### src/rtl/minterm_sweep_pkg.sv
`default_nettype none
// +----------------------------------------------------------------------------+
// | minterm_sweep_pkg : shared FSM encoding and limits for the minterm sweeper |
// | Rev 1.0                                                                    |
// +----------------------------------------------------------------------------+
package minterm_sweep_pkg;
  localparam int SETTLE_MIN = 1;
  localparam int N_IN_MAX   = 20;

  typedef enum logic [1:0] {
    IDLE = 2'd0,
    HOLD = 2'd1,
    EMIT = 2'd2,
    FIN  = 2'd3
  } sweep_state_t;
endpackage
`default_nettype wire

### src/rtl/minterm_sweep_settle_timer.sv
`default_nettype none
// +----------------------------------------------------------------------------+
// | minterm_sweep_settle_timer : counts SETTLE cycles per vector, flags the    |
// | sample cycle on last_o.                                                    |
// | Rev 1.0                                                                    |
// +----------------------------------------------------------------------------+
module minterm_sweep_settle_timer
  import minterm_sweep_pkg::*;
#(
  parameter int SETTLE = 2
) (
  input  logic clk,
  input  logic rst_n,
  input  logic load_i,
  output logic last_o
);
  localparam int c_settle = (SETTLE < SETTLE_MIN) ? SETTLE_MIN : SETTLE;
  localparam int c_cw     = (c_settle > 1) ? $clog2(c_settle) : 1;

  logic [c_cw-1:0] r_cnt;
  logic            r_run;

  // load restarts the window even if the previous one is ending this cycle
  always_ff @(posedge clk or negedge rst_n) begin
    if (!rst_n) begin
      r_cnt <= '0;
      r_run <= 1'b0;
    end else if (load_i) begin
      r_cnt <= c_cw'(c_settle - 1);
      r_run <= 1'b1;
    end else if (r_run) begin
      if (r_cnt == '0) r_run <= 1'b0;
      else             r_cnt <= r_cnt - c_cw'(1);
    end
  end

  assign last_o = r_run && (r_cnt == '0);
endmodule
`default_nettype wire

### src/rtl/minterm_sweep_reader.sv
`default_nettype none
// +----------------------------------------------------------------------------+
// | minterm_sweep_reader : sweeps all 2^N_IN vectors into a netlist and streams|
// | ON-set minterm indices. MINTERM_SWEEP_DC_EN adds dc_i / m_dc.              |
// | Rev 1.0                                                                    |
// +----------------------------------------------------------------------------+
module minterm_sweep_reader
  import minterm_sweep_pkg::*;
#(
  parameter int N_IN   = 14,
  parameter int SETTLE = 2
) (
  input  logic            clk,
  input  logic            rst_n,
  input  logic            start,
  output logic [N_IN-1:0] vec_o,
  input  logic            f_i,
`ifdef MINTERM_SWEEP_DC_EN
  input  logic            dc_i,
  output logic            m_dc,
`endif
  output logic            m_valid,
  input  logic            m_ready,
  output logic [N_IN-1:0] m_index,
  output logic            busy,
  output logic            done,
  output logic [N_IN:0]   ones_cnt
);
  localparam logic [N_IN-1:0] c_vec_max = {N_IN{1'b1}};
  localparam logic [N_IN-1:0] c_vec_one = N_IN'(1);
  localparam logic [N_IN:0]   c_cnt_one = (N_IN + 1)'(1);

  sweep_state_t    r_state;
  logic [N_IN-1:0] r_vec;
  logic [N_IN-1:0] r_index;
  logic [N_IN:0]   r_ones;
  logic            r_valid;
  logic            r_busy;
  logic            r_done;
  logic            r_m_dc;

  logic w_last;
  logic w_dc_smp;
  logic w_emit;
  logic w_at_max;
  logic w_xfer;
  logic w_exit;
  logic w_load;

`ifdef MINTERM_SWEEP_DC_EN
  assign w_dc_smp = dc_i;
  assign m_dc     = r_m_dc;
`else
  assign w_dc_smp = 1'b0;
`endif

  assign w_emit   = f_i | w_dc_smp;
  assign w_at_max = (r_vec == c_vec_max);
  assign w_xfer   = (r_state == EMIT) && r_valid && m_ready;
  // leaving the current vector: sampled OFF, or its index was just accepted
  assign w_exit   = ((r_state == HOLD) && w_last && !w_emit) || w_xfer;
  assign w_load   = ((r_state == IDLE) && start) || (w_exit && !w_at_max);

  minterm_sweep_settle_timer #(
    .SETTLE(SETTLE)
  ) u_timer (
    .clk   (clk),
    .rst_n (rst_n),
    .load_i(w_load),
    .last_o(w_last)
  );

  always_ff @(posedge clk or negedge rst_n) begin
    if (!rst_n) begin
      r_state <= IDLE;
      r_vec   <= '0;
      r_index <= '0;
      r_ones  <= '0;
      r_valid <= 1'b0;
      r_busy  <= 1'b0;
      r_done  <= 1'b0;
      r_m_dc  <= 1'b0;
    end else begin
      case (r_state)
        IDLE: begin
          r_done <= 1'b0;
          if (start) begin
            r_vec   <= '0;
            r_ones  <= '0;
            r_busy  <= 1'b1;
            r_state <= HOLD;
          end
        end
        HOLD: begin
          if (w_last && w_emit) begin
            r_valid <= 1'b1;
            r_index <= r_vec;
            r_m_dc  <= w_dc_smp;
            r_state <= EMIT;
          end
        end
        EMIT: begin
          if (w_xfer) begin
            r_valid <= 1'b0;
            if (!r_m_dc) r_ones <= r_ones + c_cnt_one;
          end
        end
        FIN: begin
          r_done  <= 1'b0;
          r_state <= IDLE;
        end
        default: r_state <= IDLE;
      endcase

      // advance shares the HOLD/EMIT exit cycle, so no extra state is spent
      if (w_exit) begin
        if (w_at_max) begin
          r_done  <= 1'b1;
          r_busy  <= 1'b0;
          r_state <= FIN;
        end else begin
          r_vec   <= r_vec + c_vec_one;
          r_state <= HOLD;
        end
      end
    end
  end

  assign vec_o    = r_vec;
  assign m_valid  = r_valid;
  assign m_index  = r_index;
  assign busy     = r_busy;
  assign done     = r_done;
  assign ones_cnt = r_ones;
endmodule
`default_nettype wire

### config.mk
export PLATFORM = sky130hd
export DESIGN_NAME = minterm_sweep_reader
export DESIGN_NICKNAME = d
export VERILOG_FILES = /design/src/rtl/minterm_sweep_pkg.sv /design/src/rtl/minterm_sweep_settle_timer.sv /design/src/rtl/minterm_sweep_reader.sv
export SDC_FILE = /design/constraint.sdc
export NUM_CORES = 1
export LEC_CHECK = 0
export ABC_CLOCK_PERIOD_IN_PS = 3860
export CORE_MARGIN = 2
export CORE_UTILIZATION = 30
export CTS_CLUSTER_SIZE = 8
export DETAILED_ROUTE_END_ITERATION = 8
export GPL_TIMING_DRIVEN = 0
export PLACE_DENSITY_LB_ADDON = 0.2
export SLEW_MARGIN = 20
export SYNTH_ARGS = -nofsm -noshare
export SYNTH_HDL_FRONTEND = slang
export SYNTH_SLANG_ARGS = --single-unit
### constraint.sdc
create_clock -name clk -period 3.86 [get_ports clk]
set_input_delay 0.772 -clock clk [delete_from_list [all_inputs] [get_ports clk]]
set_output_delay 0.772 -clock clk [all_outputs]
set_load 0.01 [all_outputs]
Word-level counts from Yosys, hierarchy flattened
Index checks and enable logic that the tools add are counted.
{"block": "totals", "inputBits": 5, "mem_bits_rw": 0, "n_memories": 0, "rom_bits": 0, "latchBits": 0, "wordCells": 72, "output_inout_bits": 46, "reg_bits": 50}
{"block": "classes", "shifts": 0, "mul": 0, "div": 0, "n_mux": 28, "bitwise": 1, "eq_ne": 9, "add_sub_neg": 3, "n_reduce_logical": 22, "magnitude_cmp": 0}
{"op": "2-to-1 mux 14 bit", "count": 4}
{"op": "2-to-1 mux 15 bit", "count": 2}
{"op": "case mux 15 bit (2 select lines)", "count": 1}
{"op": "adder 15 x 1 -> 15 bit, second input constant", "count": 1}
{"op": "2-to-1 mux 1 bit", "count": 15}
{"op": "adder 14 x 1 -> 14 bit, second input constant", "count": 1}
{"op": "equality test 14 bit, second input constant", "count": 1}
{"op": "AND reduction 3 bit", "count": 3}
{"op": "logical AND 1 bit", "count": 8}
{"op": "2-to-1 mux 2 bit", "count": 4}
{"op": "case mux 2 bit (3 select lines)", "count": 1}
{"op": "nonzero test 2 bit", "count": 3}
{"op": "equality test 2 bit, second input constant", "count": 2}
{"op": "!= test 2 bit, second input constant", "count": 2}
{"op": "nonzero test 4 bit", "count": 1}
{"op": "!= test 3 x 2 -> 1 bit, second input constant", "count": 1}
{"op": "!= test 3 bit, second input constant", "count": 1}
{"op": "equality test 2 x 1 -> 1 bit, second input constant", "count": 1}
{"op": "logical NOT 1 bit", "count": 2}
{"op": "logical NOT 2 bit", "count": 1}
{"op": "logical OR 1 bit", "count": 2}
{"op": "!= test 2 x 1 -> 1 bit, second input constant", "count": 1}
{"op": "case mux 1 bit (2 select lines)", "count": 1}
{"op": "AND reduction 2 bit", "count": 1}
{"op": "other kinds (3)", "count": 3}

Logic depth before layout (Yosys ltp)
{"block": "depth", "word_depth": 8, "depth_mapped": 9, "depth_no_buf": 6}

Hierarchy
A second synthesis with hierarchy kept.
{"block": "unflattened", "hier_cells": 270, "area_unflattened_um2": 2637.5}
{"module": "minterm_sweep_reader", "area_per_inst_um2": 2563.7, "n_inst": 1, "cells_each": 264, "seq_area_each_um2": 1201.2}
{"module": "minterm_sweep_settle_timer", "area_per_inst_um2": 73.8, "n_inst": 1, "cells_each": 6, "seq_area_each_um2": 50.0}

Worst setup path before layout
No wires, ideal clock.
{"block": "synth_path", "path_type": "input-to-reg", "from": "input f_i", "to": "register r_vec[10] (netlist: vec_o[10])", "arrival_ns": 1.889, "path_stages": 6, "required_ns": 3.734, "path_buffers": 2, "slack_ns": 1.845, "setup_ns": 0.126, "cell_sequence": "and4bb_2 -> or2_1 -> buf_2 -> a21oi_1 -> buf_2 -> a221o_1"}
{"block": "synth_via", "elab_chain_len": 4}
{"item": "start: declaration", "line_no": "minterm_sweep_reader.sv:17", "text": "input logic f_i,"}
{"item": "logical NOT 1 bit", "line_no": "minterm_sweep_reader.sv:61", "text": "assign w_exit = ((r_state == HOLD) && w_last && !w_emit) || w_xfer;"}
{"item": "logical AND 1 bit", "line_no": "minterm_sweep_reader.sv:61"}
{"item": "logical OR 1 bit", "line_no": "minterm_sweep_reader.sv:61"}
{"item": "2-to-1 mux 14 bit", "line_no": "minterm_sweep_reader.sv:116", "text": "if (w_exit) begin"}
{"item": "end signal: assignment", "line_no": "minterm_sweep_reader.sv:122", "text": "r_vec <= r_vec + c_vec_one;"}
{"item": "end: declaration", "line_no": "minterm_sweep_reader.sv:34", "text": "logic [N_IN-1:0] r_vec;"}
Every way passes these cells.
A chain may end at the register's enable or synchronous reset.

Worst setup path after layout
{"block": "layout_path", "from": "input m_ready", "to": "register r_state[0]"}
{"block": "layout_via", "elab_chain_len": 4, "word_cells_on_any_way": 7, "cone_classes": "eq/ne (2); mux (1); reduce/logical (4)"}
{"item": "start: declaration", "line_no": "minterm_sweep_reader.sv:23", "text": "input logic m_ready,"}
{"item": "logical AND 1 bit *", "line_no": "minterm_sweep_reader.sv:59", "text": "assign w_xfer = (r_state == EMIT) && r_valid && m_ready;"}
{"item": "logical OR 1 bit *", "line_no": "minterm_sweep_reader.sv:61"}
{"item": "!= test 3 x 2 -> 1 bit (no line) (tied with other cells)"}
{"item": "AND reduction 3 bit (no line)"}
{"item": "end signal: assignment", "line_no": "minterm_sweep_reader.sv:75", "text": "r_state <= IDLE;"}
{"item": "end signal: assignment", "line_no": "minterm_sweep_reader.sv:91", "text": "r_state <= HOLD;"}
{"item": "end signal: assignment", "line_no": "minterm_sweep_reader.sv:99", "text": "r_state <= EMIT;"}
{"item": "end: declaration", "line_no": "minterm_sweep_reader.sv:33", "text": "sweep_state_t r_state;"}
Mark *: on every way between the ends. The rest lies on a longest branch, timed or not.

==> results.md <==
* Switching part of the total power at 35.7%
* Max Root-Sink Buffers at 2
* CTS hold repair buffers at 0
* GRT Overall Usage at ~14%
* Vias per cell at 5.19
* Root buf cell: clkbuf_8
* Largest net degree at the start of global routing at 51
* Req. time, crit path at a little over 4 ns
* Synth top area cells: dfrtp_1, mux2_2, ha_1
* Finished Cell Area at between 3000 and 4000 um^2
* Pint at about 1.0 mW
* Post-synth top area share at 48.0%
* Final period util at a little over three fifths
* Drt wl/cell at approximately 15 um
* FF+latch count, synth at 50
* Die X at slightly below 100 um
* Number of global-route vias before repair at 2,023
* Reg2reg start: r_state[0]
* Worst-Skew Late Latency at ~0.32 ns
* Number of detailed-route iterations in the first pass at 4
* Worst VDD drop at 0.174 mV
* Setup-failing EPs final at 0
* Ant diodes at 0
* Setup repair after global routing missed its margin: false
* Placed inst area at roughly 3200 um^2
* Total core area at approximately 8600 um^2
* Nets at 318
* Comb pwr share at approximately a third
* Die ar. at 9450 um^2
* Cts bufs inserted at 5
* Initial Util at a little over 30%
* CTS tree: done
* Post-Syn Nets at between 200 and 300
* CP startpoint kind: input pin
* Post-synth EDFFs at 0
* Most frequent cells in the layout: dfrtp_1, clkdlybuf4s50_1, nand2_1
* Starting DRT DRC Count at slightly above 50
* Warnings from Yosys at 0
* Hold Path Class: input pin to asynchronous set/reset pin
* Clk network pwr share at about a quarter
* Layout cell share with drive strength beyond 1 at a little over an eighth
* FILL cells at just under 900
* GRT busiest layer: met2
* Mapped Area at around 2600 um^2
* Sw power at 0.571 mW
* Worst-path clk slew at ~0.10 ns
* Reg2reg setup slack at 1.68 ns
* Num ports at a little over 50
* Placer Congestion at 0.791
* Lkg Pwr at approximately 1.5 nW
* CTS H-tree lvls at 2
* Max_cap viols at 0
* Synth area leader: dfrtp_1
* Critical Path End Type: flip-flop
* Post-DP HPWL at about 4.4 mm
* Syn_area_per_cell at between 10 and 15 um^2
* Post-cts sizing count at 0
* Final Critical Period at around 2.4 ns
* Slew Limit Fails at 0
* Die Y-Extent at between 90 and 100 um
* CP startpoint: m_ready
* Port bufs at 50
* Final hold vios at 0
* Antenna-violating nets left at 0
* Setup TNS at 0 ns
* Commonest non-fill, non-tap cell in the layout: dfrtp_1
* Clock Skew at about 0.012 ns
* Sequential share of power at around two fifths
* Sequential area share after synthesis at between 40% and 50%
* Remaining DRCs at 0
* Core Util, Final at between 30 and 40%
* Syn Inst Count at approximately 250
* Hold_ws at approximately 0.49 ns
* Final worst setup slack at about 1.4 ns
* Prevailing post-synth register cell: dfrtp_1
* Worst Setup EP: r_state[0]
* GRT overflow at 0
* Max Clk Rate at a little over 0.4 GHz
* Asr flop ratio synth at between 90% and 100%
* Crit Reg-Reg Endpoint: r_state[0]
* Setup WS pre-CTS at between 1 and 1.5 ns
* Area delta synth->final at 28.8%
* Worst-margin pin slew at between 0.6 and 0.7 ns
* Max-slew headroom at a little under three fifths
* Antenna violations before repair at 0
* Pwr dens at between 400 and 500 nW/um^2
* Reg2Reg Depth at 8
* CP arrival at about 2.6 ns
* Clock Sinks at 50
* Met2 usage at between 20% and 30%
* Library cells used by synthesis at 51
* Drt total wl at 6.33 mm
* Vias at roughly 2,200
* CP Max Fanout at 10
* Setup CP Type: input pin to flip-flop
* GR met3 Demand/Resource at 3.45%
* # rows at 34
* Post-CTS setup buffers at 0
* GR met1 Demand/Resource at about a fifth
* First-pass GRT wire length at 10.5 mm
* Status: finished, final reports clean
[kinds of logic (layout without fill, tap and decap cells)]
logic type      Yosys count  in the layout  synth area share [%]
xor+xnor                  3              3                  1.01
fa+ha+maj                 7              7                  3.36
buf+inv                  19             77                  3.93
flops                    50             50                  48.0
simple gates            100            100                  21.5
compound gates           51             51                  14.2
mux                      19             19                  8.01
[routing by layer]
layer / up-vias / part of all wire, %
met5: - / 0
met3: 7 / 4.5
met1: 1051 / 49
li1: 1044 / -
met4: 0 / 1.1
met2: 51 / 46
[worst max-delay path, stage by stage]
cell and delay (ns):
clkdlybuf4s50_1 0.46, and3_1 0.21, buf_6 0.14, nor2_2 0.34, buf_2 0.31, o21ai_0 0.11, mux2_2 0.27
[worst min path at each step]
stage | to | slack (ns) | cells past startpoint
after global routing | m_index[13] | 0.53 | 1
after CTS | done | 0.50 | 1
after detailed placement | done | 0.47 | 1
after floorplan | u_timer.r_cnt | 0.47 | 1
after global placement | m_index[8] | 0.47 | 2
final | r_state[0] | 0.49 | 1
[flip-flops by register name, indices dropped and copies added, names as in the netlist]
name           cells
ones_cnt          15
m_valid            1
r_state            2
u_timer.r_cnt      1
vec_o             14
done               1
busy               1
m_index           14
u_timer.r_run      1
[power by group through the flow]
stage	Combinational, mW	Clock [mW]	Sequential, mW
3_5_place_dp	0.557	0	0.663
3_3_place_gp	0.555	0	0.663
4_1_cts	0.559	0.413	0.653
2_1_floorplan	0.351	0	0.668
6_report	0.551	0.397	0.653
5_1_grt	0.611	0.442	0.668
[cells in the mapped netlist, types with 3 or more instances]
master,instances
a21oi_1,7
a221o_1,6
a31oi_1,3
and2_1,3
and3_1,7
and4_1,4
buf_2,6
buf_6,3
dfrtp_1,50
ha_1,7
inv_1,8
mux2_2,15
mux2i_1,4
nand2_1,23
nand2b_1,4
nand3_1,14
nand4_1,10
nor2_1,9
nor3_1,3
nor4_1,6
o21ai_0,15
o31ai_1,3
or4_1,3
[metrics by stage]
| stage | std cells | total power [mW] |
|---|---|---|
| 2_1_floorplan | 249 | 1.02 |
| 3_3_place_gp | 407 | 1.22 |
| 3_5_place_dp | 407 | 1.22 |
| 4_1_cts | 415 | 1.62 |
| 5_1_grt | 415 | 1.72 |
| 6_report | 415 | 1.60 |
[area by class of cell]
class	instances	area, um^2	area share (%)
plain buffers	11	72.6	2.16
clock buffers	5	68.8	2.05
clock inverters	3	48.8	1.45
inverters	8	30.0	0.894
multi-input cells	180	1250	37.3
flip-flops and latches	50	1250	37.3
well taps	108	135	4.02
repair buffers	50	498	14.8
(Power assumes the default switching activity.)
